### src/rtl/note_sequencer.sv
// note_sequencer: writable note sheet played back on a tempo tick.
// Define SEQ_PAUSE_EN to add the pause input (freezes PLAY/GAP timing).
module note_sequencer #(
  parameter int unsigned CLK_HZ    = 50000000,
  parameter int unsigned TICK_HZ   = 1000,
  parameter int unsigned DEPTH     = 32,
  parameter int unsigned NOTE_W    = 3,
  parameter int unsigned DUR_W     = 8,
  parameter int unsigned GAP_TICKS = 20,
  parameter int unsigned REST_CODE = 7,
  localparam int unsigned ADDR_W   = $clog2(DEPTH)
) (
  input  logic              clk,
  input  logic              rst_n,
  input  logic              start,
  input  logic              stop,
  input  logic              loop,
`ifdef SEQ_PAUSE_EN
  input  logic              pause,
`endif
  input  logic [ADDR_W:0]   song_len,
  input  logic              wr_en,
  input  logic [ADDR_W-1:0] wr_addr,
  input  logic [NOTE_W-1:0] wr_note,
  input  logic [DUR_W-1:0]  wr_dur,
  output logic [NOTE_W-1:0] note,
  output logic              note_valid,
  output logic              busy,
  output logic              done,
  output logic [ADDR_W-1:0] index
);

  localparam int unsigned DIV    = CLK_HZ / TICK_HZ;
  localparam int unsigned PRE_W  = (DIV > 1) ? $clog2(DIV) : 1;
  localparam int unsigned GAP_W  = (GAP_TICKS > 0) ? $clog2(GAP_TICKS + 1) : 1;
  localparam int unsigned TICK_W = (DUR_W > GAP_W) ? DUR_W : GAP_W;

  localparam logic [PRE_W-1:0]  PRE_MAX  = PRE_W'(DIV - 1);
  localparam logic [PRE_W-1:0]  PRE_ONE  = PRE_W'(1);
  localparam logic [TICK_W-1:0] TICK_ONE = TICK_W'(1);
  localparam logic [TICK_W-1:0] GAP_LD   = TICK_W'(GAP_TICKS);
  localparam logic [ADDR_W:0]   LEN_ONE  = (ADDR_W + 1)'(1);
  localparam logic [ADDR_W-1:0] IDX_ONE  = ADDR_W'(1);
  localparam logic [NOTE_W-1:0] REST     = NOTE_W'(REST_CODE);

  localparam logic [2:0] S_IDLE  = 3'd0;
  localparam logic [2:0] S_FETCH = 3'd1;
  localparam logic [2:0] S_PLAY  = 3'd2;
  localparam logic [2:0] S_GAP   = 3'd3;
  localparam logic [2:0] S_DONE  = 3'd4;

  logic [2:0]              state_q, state_d;
  logic [ADDR_W-1:0]       index_q, index_d;
  logic [ADDR_W:0]         len_q, len_d;
  logic [NOTE_W-1:0]       note_q, note_d;
  logic [PRE_W-1:0]        pre_q, pre_d;
  logic [TICK_W-1:0]       tick_q, tick_d;
  logic [NOTE_W+DUR_W-1:0] mem_q [DEPTH];
  logic [NOTE_W+DUR_W-1:0] rd_q;
  logic [NOTE_W-1:0]       rd_note;
  logic [DUR_W-1:0]        rd_dur;
  logic                    hold;
  logic                    adv;
  logic                    idx_last;
  logic                    idx_ge;
  logic                    sounding;

`ifdef SEQ_PAUSE_EN
  assign hold = pause;
`else
  assign hold = 1'b0;
`endif

  assign rd_note  = rd_q[NOTE_W+DUR_W-1:DUR_W];
  assign rd_dur   = rd_q[DUR_W-1:0];
  assign idx_last = ({1'b0, index_q} == (len_q - LEN_ONE));
  assign idx_ge   = ({1'b0, index_q} >= len_q);

  // Sheet storage; the read follows the next index so FETCH sees it.
  always_ff @(posedge clk) begin
    if (wr_en) begin
      mem_q[wr_addr] <= {wr_note, wr_dur};
    end
    rd_q <= mem_q[index_d];
  end

  // Playback FSM with prescaler and remaining-tick counter.
  always_comb begin
    state_d = state_q;
    index_d = index_q;
    len_d   = len_q;
    note_d  = note_q;
    pre_d   = pre_q;
    tick_d  = tick_q;
    adv     = 1'b0;
    case (state_q)
      S_IDLE: begin
        if (start && !stop) begin
          len_d   = song_len;
          index_d = '0;
          state_d = S_FETCH;
        end
      end
      S_FETCH: begin
        if (idx_ge || (rd_dur == '0)) begin
          state_d = S_DONE;
        end else begin
          note_d  = rd_note;
          tick_d  = TICK_W'(rd_dur);
          pre_d   = '0;
          state_d = S_PLAY;
        end
      end
      S_PLAY, S_GAP: begin
        if (!hold) begin
          if (pre_q == PRE_MAX) begin
            pre_d = '0;
            if (tick_q == TICK_ONE) begin
              if ((state_q == S_PLAY) && (GAP_TICKS > 0)) begin
                tick_d  = GAP_LD;
                state_d = S_GAP;
              end else begin
                adv = 1'b1;
              end
            end else begin
              tick_d = tick_q - TICK_ONE;
            end
          end else begin
            pre_d = pre_q + PRE_ONE;
          end
        end
      end
      S_DONE: begin
        state_d = S_IDLE;
      end
      default: begin
        state_d = S_IDLE;
      end
    endcase
    if (adv) begin
      if (idx_last) begin
        if (loop) begin
          index_d = '0;
          state_d = S_FETCH;
        end else begin
          state_d = S_DONE;
        end
      end else begin
        index_d = index_q + IDX_ONE;
        state_d = S_FETCH;
      end
    end
    if (stop && (state_q != S_IDLE)) begin
      state_d = S_IDLE;
      index_d = '0;
      pre_d   = '0;
      tick_d  = '0;
    end
  end

  // State registers.
  always_ff @(posedge clk or negedge rst_n) begin
    if (!rst_n) begin
      state_q <= S_IDLE;
      index_q <= '0;
      len_q   <= '0;
      note_q  <= REST;
      pre_q   <= '0;
      tick_q  <= '0;
    end else begin
      state_q <= state_d;
      index_q <= index_d;
      len_q   <= len_d;
      note_q  <= note_d;
      pre_q   <= pre_d;
      tick_q  <= tick_d;
    end
  end

  assign sounding   = (state_q == S_PLAY) && !hold;
  assign note       = sounding ? note_q : REST;
  assign note_valid = sounding;
  assign busy       = (state_q != S_IDLE);
  assign done       = (state_q == S_DONE);
  assign index      = index_q;

endmodule
### config.mk
export PLATFORM = sky130hd
export DESIGN_NAME = note_sequencer
export DESIGN_NICKNAME = d
export VERILOG_FILES = /design/src/rtl/note_sequencer.sv
export SDC_FILE = /design/constraint.sdc
export NUM_CORES = 1
export LEC_CHECK = 0
export ABC_CLOCK_PERIOD_IN_PS = 3000
export CORE_AREA = 2 2 245 247
export DETAILED_ROUTE_END_ITERATION = 8
export DIE_AREA = 0 0 247 249
export PLACE_DENSITY = 0.45
export SLEW_MARGIN = 10
export SYNTH_ARGS = -nofsm -noshare
export SYNTH_HDL_FRONTEND = slang
export SYNTH_SLANG_ARGS = --single-unit
### constraint.sdc
create_clock -name clk -period 3 [get_ports clk]
set_input_delay 0.45 -clock clk [delete_from_list [all_inputs] [get_ports clk]]
set_output_delay 0.45 -clock clk [all_outputs]
set_load 0.02 [all_outputs]
==> out/qor.txt <==
Status = finished with violations
Failing checks = negative setup slack
Detail Route Antenna Nets = 0
CTS tree = done
Reg clk slew, reported paths = 0.06 ns
Post-synth net total = 1412
Clock tree buffer depth = 3
Final worst slack = -0.320 ns
WP data required = 3.46 ns
Max incr delay on CP = 0.41 ns
GR Util met2 = 27.3%
DP Area = 20400 um^2
I/O Pins = 39
Max rail drop VDD = 0.000397 V
Slew HR = 34.4%
Area of the die = 61500 um^2
First-pass GRT wire length = 81.8 mm
Worst hold path type = input pin to asynchronous set/reset pin
WL/cell = 22.7 um
RSZ-0062 raised after global routing = true
Sw frac = 26.6%
Die Y = 249 um
CP Launch Type = flip-flop
Antenna Cells = 0
Worst-path fanout max = 6
Global-route usage over all layers = 17.7%
Crit Path Class = flip-flop to flip-flop
YS warnings = 0
Crit path time final = 3.32 ns
Vias = 12700
Post-synth cell types = 78
Drt first-iter violations = 1073
Post-synth ARST share = 10.1%
Internal = 11.0 mW
Final instance area = 23400 um^2
Overall die width = 247 um
Synth Register Bits = 404
CTS Sinks = 404
Row Count = 89
Clock Skew = 0.0175 ns
Clock network power share = 38.1%
Worst slew pin tran = 0.984 ns
CP max-delay cell = dfrtp_1
Sequential share of power = 43.4%
# setup viols final = 11
Critical path arrival = 3.78 ns
Setup crit start = pre_q[13]
Number of H-tree levels = 2
Critical Path Most Common Cell = buf_6
Worst hold slack = 0.0393 ns
Peak Freq = 0.301 GHz
Yosys top cell by area = edfxtp_1
Clk Latency, worst-skew pair = 0.58 ns
Cells after DPL = 2324
P_sw = 3.99 mW
Synth top area share = 60.2%
Max Cap Viol = 0
Critical R2R Launch = pre_q[13]
Post-synth EDFFs = 352
Dominant cells by area after synthesis = edfxtp_1 60%, dfrtp_1 5.4%, nand3_1 3.3%, nor2_1 3.0%, o21ai_0 2.6%
Hold Buf Count CTS = 0
Total chip power = 15.0 mW
R2r setup slk = -0.32 ns
Residual DRC = 0
Mapped Cells = 1374
Via-to-Cell Ratio = 5.21
Crit. End Element = flip-flop
TritonRoute pass-1 iters = 5
Top_reg_cell synth = edfxtp_1
Worst R2R End = rd_q[4]
GRT overflow = 0
Final Slew Violations = 0
Crit-path cells = nor4bb_4, nand4_1, buf_6, buf_6, o211a_1, a21o_4, buf_12, o21ai_4, clkinv_4, buf_6, buf_6, nand3_4, a31oi_4, nor4_4, buf_4, nand3_2
Post-Syn Area = 17500 um^2
Combinational power share = 18.5%
Setup_tns = -3.14 ns
Total Wirelength = 55.5 mm
Final non-filler cell total = 2444
Layout cells sized above 1 = 29.6%
Met3 usage = 3.03%
CTS Buf Count = 44
Sequential share of the synthesized area = 67.4%
Final Util = 39.9%
Pwr/cell area = 642 nW/um^2
Fin nets = 1676
CTS Root Cell = clkbuf_16
Initial antenna violation count = 0
Area added between synthesis and finish = 33.3%
Final Hold Fails = 0
Leakage power = 8.35 nW
Starting Density = 29.9%
Placement Setup Slack = -0.963 ns
Largest net degree at the start of global routing = 42
Mean post-synth cell area = 12.8 um^2
Met1 Usage GRT = 25.7%
Final worst-path cycle share = 111%
GPL Wtd Cong = 0.842
Core box area = 58700 um^2
Busiest grt layer = met2
Vias in the first global route = 12600
Port Buffers = 38
Hpwl dp = 34.7 mm
FF-to-FF path depth = 16
## power by group through the flow
stage / sequential (mW) / combinational (mW) / clock, mW
global placement: 6.63 / 2.52 / 0
global route: 6.55 / 3.05 / 6.05
finish: 6.53 / 2.78 / 5.72
detailed placement: 6.63 / 2.52 / 0
floorplan: 6.62 / 1.29 / 0
CTS: 6.52 / 2.65 / 5.83
## cells in the mapped netlist (all sizes together), types with 14 or more instances
cell type    n
a211oi      55
a21oi       47
a31oi       25
buf         31
clkbuf      65
dfrtp       38
edfxtp     352
inv         21
mux2        19
nand2       55
nand3      114
nand4       18
nor2       142
nor3        25
nor4        14
o211a       23
o21ai       94
o311ai      22
or3         40
xnor2       15
## worst max-delay path by stage
stage / to / slack [ns] / depth (start not counted)
2_1_floorplan: rd_q[9] / 0.04 / 14
3_3_place_gp: rd_q[8] / -0.97 / 11
3_5_place_dp: rd_q[8] / -0.96 / 11
4_1_cts: rd_q[0] / -0.36 / 17
5_1_grt: rd_q[4] / -0.43 / 16
6_report: rd_q[4] / -0.32 / 16
## cell families (layout without fill, tap and decap cells)
logic type,count (synthesis),count (layout),synth area share [%]
mux,31,31,1.90
buf+inv,117,414,2.86
flops,404,404,67.4
xor+xnor,18,18,0.898
fa+ha+maj,10,10,0.713
simple gates,451,451,12.7
compound gates,343,343,13.6
## final cells by class
| type | count | area [um^2] |
|---|---|---|
| Clock buffer | 52 | 1150 |
| Clock inverter | 27 | 348 |
| Fill cell | 5501 | 35300 |
| Inverter | 21 | 96.3 |
| Multi-Input combinational cell | 853 | 6040 |
| Sequential cell | 404 | 11800 |
| Tap cell | 773 | 967 |
| Timing Repair Buffer | 313 | 2970 |
| Timing Repair inverter | 1 | 6.26 |
## flip-flops by register name (all words and copies together), names as in the netlist
signal   count
mem_q      352
pre_q       16
rd_q        11
tick_q       8
len_q        6
index        5
note_q       3
state_q      3
## cell usage in the layout (no fill, tap or decap), types with 12 or more instances in the layout
cell	Yosys	layout
a31oi_1	25	12
nand3_1	114	102
xnor2_1	15	14
a21oi_1	45	43
nor3_1	24	22
dfrtp_1	38	37
clkbuf_16	0	47
mux2_2	19	19
buf_12	0	19
a211oi_1	53	31
nand2_1	54	51
a211oi_2	2	16
o22ai_1	13	13
buf_4	2	215
buf_6	1	30
inv_1	18	15
o211a_1	23	23
edfxtp_1	352	352
o21ai_0	90	88
or3_1	39	31
clkdlybuf4s50_1	0	37
nand4_1	17	17
nor2_1	142	138
## metal layers
layer	up-vias	routed length [um]
li1	5876	-
met1	6445	26300
met2	353	25200
met3	71	2990
met4	0	1100
met5	-	0
## worst max-delay path: cells and delay by family (launching register included)
| family | cells | cell delay, ns |
|---|---|---|
| buf+inv | 7 | 0.98 |
| simple gates | 5 | 0.97 |
| flops | 1 | 0.41 |
| compound gates | 4 | 0.84 |
## repair_timing
action / 4_1_cts / 5_1_grt
setup buffers: 18 / 19
resized for setup: 114 / 109
pin swaps: 26 / 45
cloned: 5 / 5
setup endpoints to repair: 12 / 22
(Power assumes the default switching activity.)
